## src/rtl/sync_pkt_fifo_if.sv

```systemverilog
// Valid/ready bundle for sync_pkt_fifo: write side, read side and status flags.
// The FIFO is the slave; the producer/consumer environment holds the master view.
interface sync_pkt_fifo_if #(
   parameter int SIZE     = 16,
   parameter int DAT_BITS = 8
);
   localparam int ABITS = $clog2(SIZE);

   logic                i_flush;
   logic                i_val;
   logic [DAT_BITS-1:0] i_dat;
   logic                i_eop;
   logic                i_err;
   logic                o_rdy;
   logic                o_full;
   logic                o_afull;
   logic                o_val;
   logic [DAT_BITS-1:0] o_dat;
   logic                o_eop;
   logic                i_rdy;
   logic                o_emp;
   logic                o_aemp;
   logic [ABITS:0]      o_wrds;
   logic                o_drop;

   modport slave (
      input  i_flush, i_val, i_dat, i_eop, i_err, i_rdy,
      output o_rdy, o_full, o_afull, o_val, o_dat, o_eop, o_emp, o_aemp, o_wrds, o_drop
   );

   modport master (
      output i_flush, i_val, i_dat, i_eop, i_err, i_rdy,
      input  o_rdy, o_full, o_afull, o_val, o_dat, o_eop, o_emp, o_aemp, o_wrds, o_drop
   );
endinterface

```

## src/rtl/sync_pkt_fifo.sv

```systemverilog
// Single-clock FIFO with flags, flush and optional store-and-forward packet mode.
// Packet mode exposes only committed packets; errored or oversize packets are discarded.
module sync_pkt_fifo #(
   parameter int SIZE     = 16,
   parameter int DAT_BITS = 8,
   parameter bit PKT_MODE = 1'b0,
   parameter int AFULL    = SIZE - 2,
   parameter int AEMP     = 1
) (
   input  logic           i_clk,
   input  logic           i_rst,
   sync_pkt_fifo_if.slave bus
);
   localparam int ABITS = $clog2(SIZE);
   localparam int PW    = ABITS + 1;
   localparam logic [PW-1:0] SIZE_P  = PW'(SIZE);
   localparam logic [PW-1:0] AFULL_P = PW'(AFULL);
   localparam logic [PW-1:0] AEMP_P  = PW'(AEMP);

   logic [DAT_BITS:0] mem [SIZE];
   logic [PW-1:0]     wr_ptr, wr_cmt, rd_ptr;
   logic [PW-1:0]     wr_ptr_n, wr_cmt_n, rd_ptr_n;
   logic [PW-1:0]     used, rdbl;
   logic              drop, drop_n, drop_pls, drop_pls_n;
   logic              full, wr_acc, rd_acc, ovf, bad_eop, store;

   assign used = wr_ptr - rd_ptr;
   assign rdbl = wr_cmt - rd_ptr;
   assign full = (used == SIZE_P);

   assign bus.o_rdy   = ~i_rst && (drop || !full);
   assign bus.o_full  = full;
   assign bus.o_afull = (used >= AFULL_P);
   assign bus.o_val   = (rdbl != '0);
   assign bus.o_emp   = (rdbl == '0);
   assign bus.o_aemp  = (rdbl <= AEMP_P);
   assign bus.o_wrds  = rdbl;
   assign bus.o_drop  = drop_pls;
   assign {bus.o_eop, bus.o_dat} = mem[rd_ptr[ABITS-1:0]];

   assign wr_acc = bus.i_val && bus.o_rdy;
   assign rd_acc = bus.o_val && bus.i_rdy;
   // Whole array filled by one uncommitted packet: it can never complete, so discard it.
   assign ovf     = PKT_MODE && full && (wr_cmt == rd_ptr) && !drop;
   assign bad_eop = PKT_MODE && wr_acc && bus.i_eop && bus.i_err && !drop;
   assign store   = wr_acc && !drop && !bad_eop && !bus.i_flush;

   always_comb begin
      wr_ptr_n   = wr_ptr;
      wr_cmt_n   = wr_cmt;
      rd_ptr_n   = rd_ptr;
      drop_n     = drop;
      drop_pls_n = 1'b0;
      if (rd_acc)
         rd_ptr_n = rd_ptr + 1'b1;
      if (ovf) begin
         drop_n   = 1'b1;
         wr_ptr_n = wr_cmt;
      end else if (drop) begin
         // Beats are swallowed until the packet's eop arrives.
         if (wr_acc && bus.i_eop) begin
            drop_n     = 1'b0;
            drop_pls_n = 1'b1;
         end
      end else if (bad_eop) begin
         wr_ptr_n   = wr_cmt;
         drop_pls_n = 1'b1;
      end else if (wr_acc) begin
         wr_ptr_n = wr_ptr + 1'b1;
         if (!PKT_MODE || bus.i_eop)
            wr_cmt_n = wr_ptr + 1'b1;
      end
      if (bus.i_flush) begin
         wr_ptr_n   = '0;
         wr_cmt_n   = '0;
         rd_ptr_n   = '0;
         drop_n     = 1'b0;
         drop_pls_n = 1'b0;
      end
   end

   always_ff @(posedge i_clk or posedge i_rst) begin
      if (i_rst) begin
         wr_ptr   <= '0;
         wr_cmt   <= '0;
         rd_ptr   <= '0;
         drop     <= 1'b0;
         drop_pls <= 1'b0;
      end else begin
         wr_ptr   <= wr_ptr_n;
         wr_cmt   <= wr_cmt_n;
         rd_ptr   <= rd_ptr_n;
         drop     <= drop_n;
         drop_pls <= drop_pls_n;
      end
   end

   always_ff @(posedge i_clk or posedge i_rst) begin
      if (i_rst) begin
         for (int i = 0; i < SIZE; i++)
            mem[i] <= '0;
      end else if (store) begin
         mem[wr_ptr[ABITS-1:0]] <= {bus.i_eop, bus.i_dat};
      end
   end
endmodule

```

## src/flat_wrapper.sv

```systemverilog
// flat-port wrapper written by rule: the top's interface ports become plain ports
module sync_pkt_fifo_flat 
#(
   parameter int SIZE     = 16,
   parameter int DAT_BITS = 8,
   parameter bit PKT_MODE = 1'b0,
   parameter int AFULL    = SIZE - 2,
   parameter int AEMP     = 1
)
  (i_clk, i_rst, bus_i_flush, bus_i_val, bus_i_dat, bus_i_eop, bus_i_err, bus_i_rdy, bus_o_rdy, bus_o_full, bus_o_afull, bus_o_val, bus_o_dat, bus_o_eop, bus_o_emp, bus_o_aemp, bus_o_wrds, bus_o_drop);
  sync_pkt_fifo_if #(.SIZE(SIZE), .DAT_BITS(DAT_BITS)) bus_i ();
  input  logic i_clk;
  input  logic i_rst;
  input wire logic [$bits(bus_i.i_flush)-1:0] bus_i_flush;
  input wire logic [$bits(bus_i.i_val)-1:0] bus_i_val;
  input wire logic [$bits(bus_i.i_dat)-1:0] bus_i_dat;
  input wire logic [$bits(bus_i.i_eop)-1:0] bus_i_eop;
  input wire logic [$bits(bus_i.i_err)-1:0] bus_i_err;
  input wire logic [$bits(bus_i.i_rdy)-1:0] bus_i_rdy;
  output wire logic [$bits(bus_i.o_rdy)-1:0] bus_o_rdy;
  output wire logic [$bits(bus_i.o_full)-1:0] bus_o_full;
  output wire logic [$bits(bus_i.o_afull)-1:0] bus_o_afull;
  output wire logic [$bits(bus_i.o_val)-1:0] bus_o_val;
  output wire logic [$bits(bus_i.o_dat)-1:0] bus_o_dat;
  output wire logic [$bits(bus_i.o_eop)-1:0] bus_o_eop;
  output wire logic [$bits(bus_i.o_emp)-1:0] bus_o_emp;
  output wire logic [$bits(bus_i.o_aemp)-1:0] bus_o_aemp;
  output wire logic [$bits(bus_i.o_wrds)-1:0] bus_o_wrds;
  output wire logic [$bits(bus_i.o_drop)-1:0] bus_o_drop;
  assign bus_i.i_flush = bus_i_flush;
  assign bus_i.i_val = bus_i_val;
  assign bus_i.i_dat = bus_i_dat;
  assign bus_i.i_eop = bus_i_eop;
  assign bus_i.i_err = bus_i_err;
  assign bus_i.i_rdy = bus_i_rdy;
  assign bus_o_rdy = bus_i.o_rdy;
  assign bus_o_full = bus_i.o_full;
  assign bus_o_afull = bus_i.o_afull;
  assign bus_o_val = bus_i.o_val;
  assign bus_o_dat = bus_i.o_dat;
  assign bus_o_eop = bus_i.o_eop;
  assign bus_o_emp = bus_i.o_emp;
  assign bus_o_aemp = bus_i.o_aemp;
  assign bus_o_wrds = bus_i.o_wrds;
  assign bus_o_drop = bus_i.o_drop;
  sync_pkt_fifo #(.SIZE(SIZE), .DAT_BITS(DAT_BITS), .PKT_MODE(PKT_MODE), .AFULL(AFULL), .AEMP(AEMP)) u_core (.i_clk(i_clk), .i_rst(i_rst), .bus(bus_i));
endmodule
```

## config.mk

```make
export PLATFORM = sky130hd
export DESIGN_NAME = sync_pkt_fifo_flat
export DESIGN_NICKNAME = d
export VERILOG_FILES = /design/src/rtl/sync_pkt_fifo_if.sv /design/src/rtl/sync_pkt_fifo.sv /design/src/flat_wrapper.sv
export SDC_FILE = /design/constraint.sdc
export NUM_CORES = 1
export LEC_CHECK = 0
export CAP_MARGIN = 5
export CORE_MARGIN = 4
export CORE_UTILIZATION = 50
export DETAILED_ROUTE_END_ITERATION = 10
export PLACE_DENSITY = 0.66
export SETUP_SLACK_MARGIN = 0.3
export SYNTH_ARGS = -nofsm -noshare
export SYNTH_HDL_FRONTEND = slang
export SYNTH_SLANG_ARGS = --single-unit
```

## constraint.sdc

```tcl
create_clock -name i_clk -period 10.57 [get_ports i_clk]
set_input_delay 3.171 -clock i_clk [delete_from_list [all_inputs] [get_ports i_clk]]
set_output_delay 3.171 -clock i_clk [all_outputs]
set_load 0.005 [all_outputs]
```

==> results.py, run 1 <==
metrics = {
    "detailed_routing": {
        "viasPerCell": 5.83,
        "vias": 4465,
        "drt_first_iter_violations": 253,
        "ant_nets": 0,
        "routedWlPerCell_um": 21.6,
        "drt_wl_total_mm": 16.5,
        "drc": 0,
        "firstDrtPassIters": 4,
    },
    "synthesis": {
        "synth_seq_area_share_pct": 51.0,
        "syn_inst": 543,
        "netlist_area_sq_um": 7660,
        "synth_edf_count": 0,
        "synth_top_family_by_area": "multiplexers",
        "avgSynthCellArea_sq_um": 14.1,
        "mappedNetlistNets": 568,
        "ys_async_sr_fraction_pct": 100,
        "synth_xor_area_share_pct": 0.229,
        "ys_ff_latch": 156,
        "yosys.area_share.simple_pct": 8.60,
        "ys.flop_type": "dfrtp_1",
        "ys_types": 42,
        "synth-compound-area-share_pct": 2.52,
        "synthMuxAreaShare_pct": 33.3,
        "synthAdderAreaFrac_pct": 1.73,
        "yosys_warnings": 0,
    },
    "floorplan": {
        "dieArea_sq_um": 17400,
        "core_sq_um": 14800,
        "rows": 44,
        "die_y_um": 132,
        "io_pins": 36,
        "start_util_pct": 51.9,
        "die_w_um": 132,
    },
    "sta": {
        "finalMaxSlewViolations": 0,
        "fin_tns_setup_ns": 0,
        "min_period_over_period_pct": 71.1,
        "worstMarginPinSlew_ns": 0.900,
        "clock.fmax_ghz": 0.133,
        "hold_violations": 0,
        "rsz0062_at_grt": "no",
        "slew_headroom_pct": 40.0,
        "setup_viol": 0,
        "finalClockSkew_ns": 0.00697,
        "layout_min_cycle_time_ns": 7.51,
    },
    "clock_network": {
        "cts_tree": "yes",
        "cts.sinks": 156,
        "worst_skew_pair.late_latency_ns": 0.42,
        "clock-root-buffer": "clkbuf_16",
        "cts_max_level": 4,
        "cts_buffer_depth": 2,
        "clkTransAtPathRegs_ns": 0.06,
        "post_cts_buffers": 0,
        "ctsResizeCount": 0,
        "cts-buffers-inserted": 17,
        "cts_hold_buf": 0,
    },
    "finish": {
        "areaGrowthSynthToFinish_pct": 14.0,
        "post-route-util_pct": 59.1,
        "antenna_cells": 0,
        "num-fill-cells": 1192,
        "drive_above_1_share_pct": 41.1,
        "layout.nets": 594,
    },
    "setup_path": {
        "path_buf_inv": 2,
        "worstSetupStartpoint": "i_rst",
        "critPathMaxFanout": 2,
        "worst-setup-path-type": "input pin to primary output",
        "critPathLaunchType": "input pin",
        "cp_num_cells": 3,
        "cpPeakStageDelay_ns": 0.52,
        "cpMostUsedCell": "clkdlybuf4s50_1",
        "worstPathRequired_ns": 7.40,
        "crit_chain": "clkdlybuf4s50_1 -> a21oi_1 -> clkdlybuf4s50_1",
        "endpoint_kind": "primary output",
        "r2r-start": "u_core.rd_ptr[0]$_DFFE_PP0P_",
        "r2r_setup_slack_ns": 6.59,
        "cp_top_family": "buffers and inverters",
        "arrival_ns": 4.34,
        "cp_slowest_cell": "clkdlybuf4s50_1",
        "rr_worst_depth": 10,
    },
    "placement": {
        "io_buffers": 34,
        "gp_congestion": 0.805,
        "dp_hpwl_mm": 10.3,
    },
    "pwr": {
        "powerDensity_nw_per_um2": 215,
        "p_leak_nw": 3.99,
        "ir_drop_mv": 0.122,
    },
    "worst_hold_path": {
        "holdCritPathClass": "flop to flop",
        "hp-start": "u_core.mem[35]$_DFFE_PP0P_",
        "whs_path_depth": 1,
    },
    "grt": {
        "grt_overflow_total": 0,
        "grt_use_total_pct": 20.1,
        "grt_pass1_vias": 4806,
        "grt_max_degree": 90,
        "antenna_found_initial": 0,
        "grt_pass1_wl_mm": 27.0,
    },
    "job": {
        "maxCapViolations": 0,
    },
    "outcome": {
        "status": "finished, final reports clean",
    },
}
[cell families after synthesis]
| logic type | count (synthesis) |
|---|---|
| compound gates | 29 |
| xor+xnor | 2 |
| fa+ha+maj | 10 |
| buf+inv | 46 |
| flops | 156 |
| mux | 184 |
| simple gates | 116 |
[where the power goes]
group,internal (mW),leakage [nW],switching (mW)
clock,0.381,0.288,0.237
combinational,0.313,1.56,0.271
sequential,0.648,2.14,0.0287
[placed cells by master, fill, tap and decap left out, types with 3 or more instances in the layout]
cell	n
or3_1	9
nand2b_1	4
nor2_1	12
clkbuf_16	17
clkdlybuf4s50_1	34
ha_1	9
clkinvlp_4	4
and3_1	11
nor4_4	3
mux2_4	19
mux2_2	127
mux4_2	36
clkinv_2	5
dfrtp_1	155
nand2_1	39
bufinv_16	3
inv_1	10
nor2_2	9
a21oi_1	7
nand4_1	3
a31oi_1	10
buf_4	6
o21ai_0	7
nand3_1	16
[synthesized netlist by cell type (10+ instances only)]
master    instances  share of area [%]
clkbuf_1         22                1.1
nand3_1          16                1.0
nand2_1          39                1.9
dfrtp_1         156                 51
mux2_4           19                3.7
and3_1           11               0.90
inv_1            11               0.54
nor2_1           12               0.59
mux4_2           36                 11
a31oi_1          10               0.82
mux2_2          127                 19
[state kept, by name, summed over array words and instances (netlist names)]
register / flops
u_core.mem: 144
u_core.drop: 1
u_core.wr_ptr: 5
u_core.rd_ptr: 5
u_core.bus.o_drop: 1
[per-stage QoR]
step                cell area, sq um  setup WS [ns]  cells  total power [mW]  hold WS, ns
CTS                             8720           3.04    766              1.90        0.502
global route                    8720           3.03    766              1.97        0.507
finish                          8720           3.06    766              1.88        0.501
floorplan                       7660           1.94    543              1.05        0.474
global placement                8120           3.06    734              1.27        0.482
detailed placement              8120           3.05    734              1.28        0.487
[worst paths after layout]
check | end
max in group asynchronous | u_core.mem[128]$_DFFE_PP0P_
max | bus_o_rdy
min in group asynchronous | u_core.drop$_DFF_PP0_
min | u_core.mem[35]$_DFFE_PP0P_
min reg2reg | u_core.mem[35]$_DFFE_PP0P_
max reg2reg | u_core.mem[3]$_DFFE_PP0P_
[layer usage]
layer	wire length [um]	GRT usage [%]
met3	455	3.55
met5	0	0
met2	8220	33.1
met4	229	6.07
met1	7600	27.6
[layout make-up]
class                   count  area [sq um]  area share, %
clock inverters            12           145           1.66
flip-flops and latches    156          3910           44.8
inverters                  13          53.8          0.617
multi-input cells         341          3550           40.7
repair buffers             40           385           4.42
clock buffers              20           457           5.23
well taps                 184           230           2.64
Power figures use the tool's default switching activity.
==> inputs of run 2 (changes only) <==
==> constraint.sdc (replaced) <==
create_clock -name i_clk -period 7.5 [get_ports i_clk]
set_input_delay 2.25 -clock i_clk [delete_from_list [all_inputs] [get_ports i_clk]]
set_output_delay 2.25 -clock i_clk [all_outputs]
set_load 0.005 [all_outputs]
==> run 2 against run 1 <==
Net effect: routed wire length decreased by 1.4%; non-clock buffer count unchanged; cell count unchanged; clock skew increased by 0.0016 ns; combinational power increased by 41%; total power increased by 40%; worst hold slack improved by 0.0014 ns; clock power increased by 39%; global-route usage decreased by 0.25 points; sequential power increased by 41%; critical endpoint is now bus_o_full; largest power group unchanged.
==> results.py, run 2 (synthesis gave the netlist of run 1 again) <==
metrics = {
    "pwr": {
        "ir_drop_mv": 0.212,
        "p_leak_nw": 3.98,
        "powerDensity_nw_per_um2": 303,
        "power.total_mw": 2.64,
    },
    "outcome": {
        "status": "finished, final reports clean",
    },
    "sta": {
        "slew_headroom_pct": 24.3,
        "fin_tns_setup_ns": 0,
        "finalMaxSlewViolations": 0,
        "clock.fmax_ghz": 0.163,
        "min_period_over_period_pct": 81.9,
        "finalClockSkew_ns": 0.00857,
        "rsz0062_at_grt": "no",
        "fin_ws_ns": 1.36,
        "hold_slack_ns": 0.502,
        "layout_min_cycle_time_ns": 6.14,
        "worstMarginPinSlew_ns": 1.14,
        "hold_violations": 0,
        "setup_viol": 0,
    },
    "detailed_routing": {
        "drt_wl_total_mm": 16.3,
        "drt_first_iter_violations": 244,
        "firstDrtPassIters": 4,
        "vias": 4543,
        "drc": 0,
        "ant_nets": 0,
        "viasPerCell": 5.93,
        "routedWlPerCell_um": 21.2,
    },
    "job": {
        "maxCapViolations": 0,
    },
    "grt": {
        "grt_use_total_pct": 19.8,
        "grt_max_degree": 93,
        "antenna_found_initial": 0,
        "grt_pass1_wl_mm": 26.9,
        "grt_overflow_total": 0,
        "grt_pass1_vias": 4850,
    },
    "worst_hold_path": {
        "holdCritPathClass": "flop to flop",
        "hp-start": "u_core.mem[87]$_DFFE_PP0P_",
    },
    "setup_path": {
        "arrival_ns": 3.89,
        "r2r-start": "u_core.rd_ptr[1]$_DFFE_PP0P_",
        "critPathMaxFanout": 30,
        "worstSetupStartpoint": "u_core.rd_ptr[1]$_DFFE_PP0P_",
        "worst-setup-path-type": "flop to primary output",
        "endpoint_kind": "primary output",
        "worstPathRequired_ns": 5.25,
        "critPathLaunchType": "flop",
    },
    "clock_network": {
        "cts_hold_buf": 0,
        "worst_skew_pair.late_latency_ns": 0.42,
        "clkTransAtPathRegs_ns": 0.06,
        "cts_tree": "yes",
        "clock-root-buffer": "clkbuf_16",
        "ctsResizeCount": 0,
        "cts-buffers-inserted": 17,
        "post_cts_buffers": 0,
        "cts_buffer_depth": 2,
        "cts.sinks": 156,
        "cts_max_level": 4,
    },
    "finish": {
        "layout.nets": 594,
        "num-fill-cells": 1193,
        "post-route-util_pct": 59.1,
        "largest_register_ffs": 144,
        "final_common_cell": "dfrtp_1",
        "fin_area_sq_um": 8720,
        "final_cell_mix": "dfrtp_1 (155), mux2_2 (127), nand2_1 (39)",
        "drive_above_1_share_pct": 41.1,
        "antenna_cells": 0,
        "reg_top3": "u_core.mem (144), u_core.rd_ptr (5), u_core.wr_ptr (5)",
        "layout.cells.non_filler": 766,
        "areaGrowthSynthToFinish_pct": 13.8,
        "regMostFlops": "u_core.mem",
    },
    "floorplan": {
        "die_y_um": 132,
        "start_util_pct": 51.9,
        "io_pins": 36,
        "dieArea_sq_um": 17400,
        "core_sq_um": 14800,
        "rows": 44,
        "die_w_um": 132,
    },
    "placement": {
        "post-place-cells": 734,
        "gp_congestion": 0.797,
        "place_area_sq_um": 8120,
        "preCtsSetupSlack_ns": 1.77,
        "dp_hpwl_mm": 10.5,
        "io_buffers": 34,
    },
}
run 2: changes by cell type in the layout (fill, tap and decap cells not counted):
cell	before	now
clkinv_2	5	1
clkinv_4	0	2
clkinvlp_4	4	6
bufinv_16	3	2
inv_6	1	2
run 2: worst paths after layout:
check | to | slack [ns] | depth (start not counted)
setup / recovery | bus_o_full | 1.36 | 8
hold / removal | u_core.mem[87]$_DFFE_PP0P_ | 0.50 | 1
setup reg to reg | u_core.mem[18]$_DFFE_PP0P_ | 3.55 | 9
hold reg to reg | u_core.mem[87]$_DFFE_PP0P_ | 0.50 | 1
max in group asynchronous | u_core.mem[123]$_DFFE_PP0P_ | 3.13 | 4
min in group asynchronous | u_core.wr_ptr[2]$_DFFE_PP0P_ | 2.31 | 2
run 2: metal layers:
metal	routed length, um	global-route usage (%)	up-vias
li1	-	-	2026
met1	7370	27.3	2429
met2	8040	32.5	74
met3	687	4.31	14
met4	168	4.96	0
met5	0	0	-
run 2: area by class of cell:
cell class / instances / area (sq um) / share of cell area [%]
Tap cell: 184 / 230 / 2.64
Clock inverter: 12 / 138 / 1.58
Sequential cell: 156 / 3910 / 44.8
Inverter: 13 / 52.6 / 0.603
Timing Repair Buffer: 40 / 385 / 4.42
Clock buffer: 20 / 457 / 5.24
Multi-Input combinational cell: 341 / 3550 / 40.7
run 2: critical path, cell delays in order, from the launching register on:
cell and delay [ns]:
dfrtp_1 0.32, buf_4 0.40, inv_1 0.38, fa_1 0.55, xor2_1 0.20, or3_1 0.39, a2111oi_4 0.21, buf_4 0.42
clkdlybuf4s50_1 0.60
run 2: power by group:
part	leakage (nW)	total, mW	internal [mW]	switching, mW
Combinational	1.56	0.825	0.439	0.386
Clock	0.275	0.860	0.510	0.350
Sequential	2.14	0.954	0.914	0.0408
==> inputs of run 3 (changes only) <==
--- a/config.mk
+++ b/config.mk
@@ -9,7 +9,7 @@
 export CORE_MARGIN = 4
 export CORE_UTILIZATION = 50
 export DETAILED_ROUTE_END_ITERATION = 10
-export PLACE_DENSITY = 0.66
+export PLACE_DENSITY = 0.69
 export SETUP_SLACK_MARGIN = 0.3
 export SYNTH_ARGS = -nofsm -noshare
 export SYNTH_HDL_FRONTEND = slang
==> constraint.sdc (replaced) <==
create_clock -name i_clk -period 4.92 [get_ports i_clk]
set_input_delay 1.476 -clock i_clk [delete_from_list [all_inputs] [get_ports i_clk]]
set_output_delay 1.476 -clock i_clk [all_outputs]
set_load 0.005 [all_outputs]
==> run 3 against run 2 <==
Net effect: die area stayed put; register-to-register slack worse by 2.2 ns; clock-buffer cell count is 2 lower; utilization is 2.9 points higher; sequential share of layout area is 2.1 points lower; largest cell class unchanged; total power is 58% higher; critical endpoint is now bus_o_emp.
==> results.py, run 3 (synthesis gave the netlist of run 1 again) <==
metrics = {
    "outcome": {
        "status": "finished, final reports clean",
    },
    "finish": {
        "largest_register_ffs": 144,
        "areaGrowthSynthToFinish_pct": 19.5,
        "drive_above_1_share_pct": 45.7,
        "regMostFlops": "u_core.mem",
        "final_common_cell": "dfrtp_1",
        "antenna_cells": 0,
        "reg_top3": "u_core.mem (144), u_core.rd_ptr (5), u_core.wr_ptr (5)",
        "final_cell_mix": "dfrtp_1 (153), mux2_2 (92), mux2_4 (54)",
        "layout.nets": 609,
    },
    "sta": {
        "clock.fmax_ghz": 0.223,
        "setup_viol": 0,
        "rsz0062_at_grt": "no",
        "worstMarginPinSlew_ns": 0.907,
        "slew_headroom_pct": 39.1,
        "layout_min_cycle_time_ns": 4.48,
        "min_period_over_period_pct": 91.1,
        "hold_violations": 0,
        "finalClockSkew_ns": 0.0179,
        "hold_slack_ns": 0.504,
        "finalMaxSlewViolations": 0,
        "fin_ws_ns": 0.438,
    },
    "detailed_routing": {
        "drt_first_iter_violations": 347,
        "firstDrtPassIters": 4,
        "vias": 4716,
        "ant_nets": 0,
        "drt_wl_total_mm": 17.7,
        "routedWlPerCell_um": 22.7,
        "drc": 0,
        "viasPerCell": 6.04,
    },
    "setup_path": {
        "r2r-start": "u_core.wr_ptr[0]$_DFFE_PP0P_",
        "critPathLaunchType": "flop",
        "worstPathRequired_ns": 3.44,
        "endpoint_kind": "primary output",
        "r2r-end": "u_core.mem[0]$_DFFE_PP0P_",
        "r2r_setup_slack_ns": 1.33,
        "critPathMaxFanout": 10,
        "arrival_ns": 3.01,
        "rr_worst_depth": 10,
        "worst-setup-path-type": "flop to primary output",
    },
    "clock_network": {
        "clkTransAtPathRegs_ns": 0.06,
        "cts_hold_buf": 0,
        "cts_max_level": 4,
        "worst_skew_pair.late_latency_ns": 0.43,
        "cts_buffer_depth": 2,
        "cts.sinks": 156,
        "cts_tree": "yes",
        "cts-buffers-inserted": 17,
        "clock-root-buffer": "clkbuf_16",
    },
    "floorplan": {
        "rows": 44,
        "die_y_um": 132,
        "core_sq_um": 14800,
        "die_w_um": 132,
        "dieArea_sq_um": 17400,
        "io_pins": 36,
        "start_util_pct": 51.9,
    },
    "grt": {
        "grt_max_degree": 73,
        "grt_pass1_vias": 5074,
        "antenna_found_initial": 0,
        "grt_use_total_pct": 21.4,
        "grt_overflow_total": 0,
        "grt_pass1_wl_mm": 28.8,
    },
    "job": {
        "maxCapViolations": 0,
    },
    "pwr": {
        "ir_drop_mv": 0.264,
        "p_leak_nw": 4.21,
        "powerDensity_nw_per_um2": 456,
    },
    "worst_hold_path": {
        "whs_path_depth": 1,
        "hp-start": "u_core.mem[38]$_DFFE_PP0P_",
        "holdCritPathClass": "flop to flop",
        "min_to": "u_core.mem[38]$_DFFE_PP0P_",
    },
    "placement": {
        "preCtsSetupSlack_ns": 0.601,
        "io_buffers": 34,
        "dp_hpwl_mm": 11.1,
        "gp_congestion": 0.869,
    },
}
[run 3: cell type report]
type	count	area, sq um
inverter	13	57.6
timing repair buffer	55	498
sequential	156	3910
fill	1111	5610
tap	184	230
multi-input combinational	341	3830
clock inverter	14	179
clock buffer	18	439
[run 3: per-stage QoR]
| stage | cell area, sq um | total power, mW | cells | util (%) | setup TNS [ns] |
|---|---|---|---|---|---|
| 2_1_floorplan | 7970 | 2.29 | 543 | - | -21.38 |
| 3_3_place_gp | 8450 | 2.76 | 741 | 57.3 | 0 |
| 3_5_place_dp | 8450 | 2.78 | 741 | 57.3 | 0 |
| 4_1_cts | 9080 | 4.18 | 774 | 61.5 | 0 |
| 5_1_grt | 9150 | 4.37 | 781 | 62.0 | 0 |
| 6_report | 9150 | 4.17 | 781 | 62.0 | 0 |
[run 3: worst max-delay path by stage]
stage                                     end                         start  depth (start not counted)
global placement                    bus_o_emp  u_core.rd_ptr[3]$_DFFE_PP0P_                          7
global route                        bus_o_emp  u_core.wr_ptr[0]$_DFFE_PP0P_                          9
CTS                                 bus_o_emp  u_core.wr_ptr[0]$_DFFE_PP0P_                          9
floorplan           u_core.mem[0]$_DFFE_PP0P_                         i_rst                          5
detailed placement                  bus_o_emp  u_core.wr_ptr[2]$_DFFE_PP0P_                          7
finish                              bus_o_emp  u_core.wr_ptr[0]$_DFFE_PP0P_                          9
[run 3: power breakdown]
part	leakage [nW]	internal, mW	total (mW)	switching, mW
clock network	0.305	0.823	1.38	0.555
logic	1.77	0.708	1.33	0.627
registers	2.14	1.39	1.46	0.0640
total	4.21	2.92	4.17	1.25
[run 3: timing repair]
action                     in CTS  in global routing
gates cloned                    0                  0
gates resized for setup         4                  6
setup endpoints to repair       1                  1
buffers inserted                1                  7
[run 3: per-layer routing]
metal	GRT usage, %	vias up	share of wire (%)
met5	0	-	0
met4	6.48	0	1.4
met3	4.16	17	4.7
met2	34.6	99	50
met1	29.7	2531	44
li1	-	2069	-
[run 3: worst max-delay path, stage by stage (launching register included)]
cell,delay [ns]
dfrtp_1,0.39
inv_2,0.09
ha_1,0.16
inv_1,0.05
fa_2,0.34
xor2_1,0.19
or3_4,0.37
or3_4,0.41
inv_6,0.09
clkdlybuf4s50_1,0.49
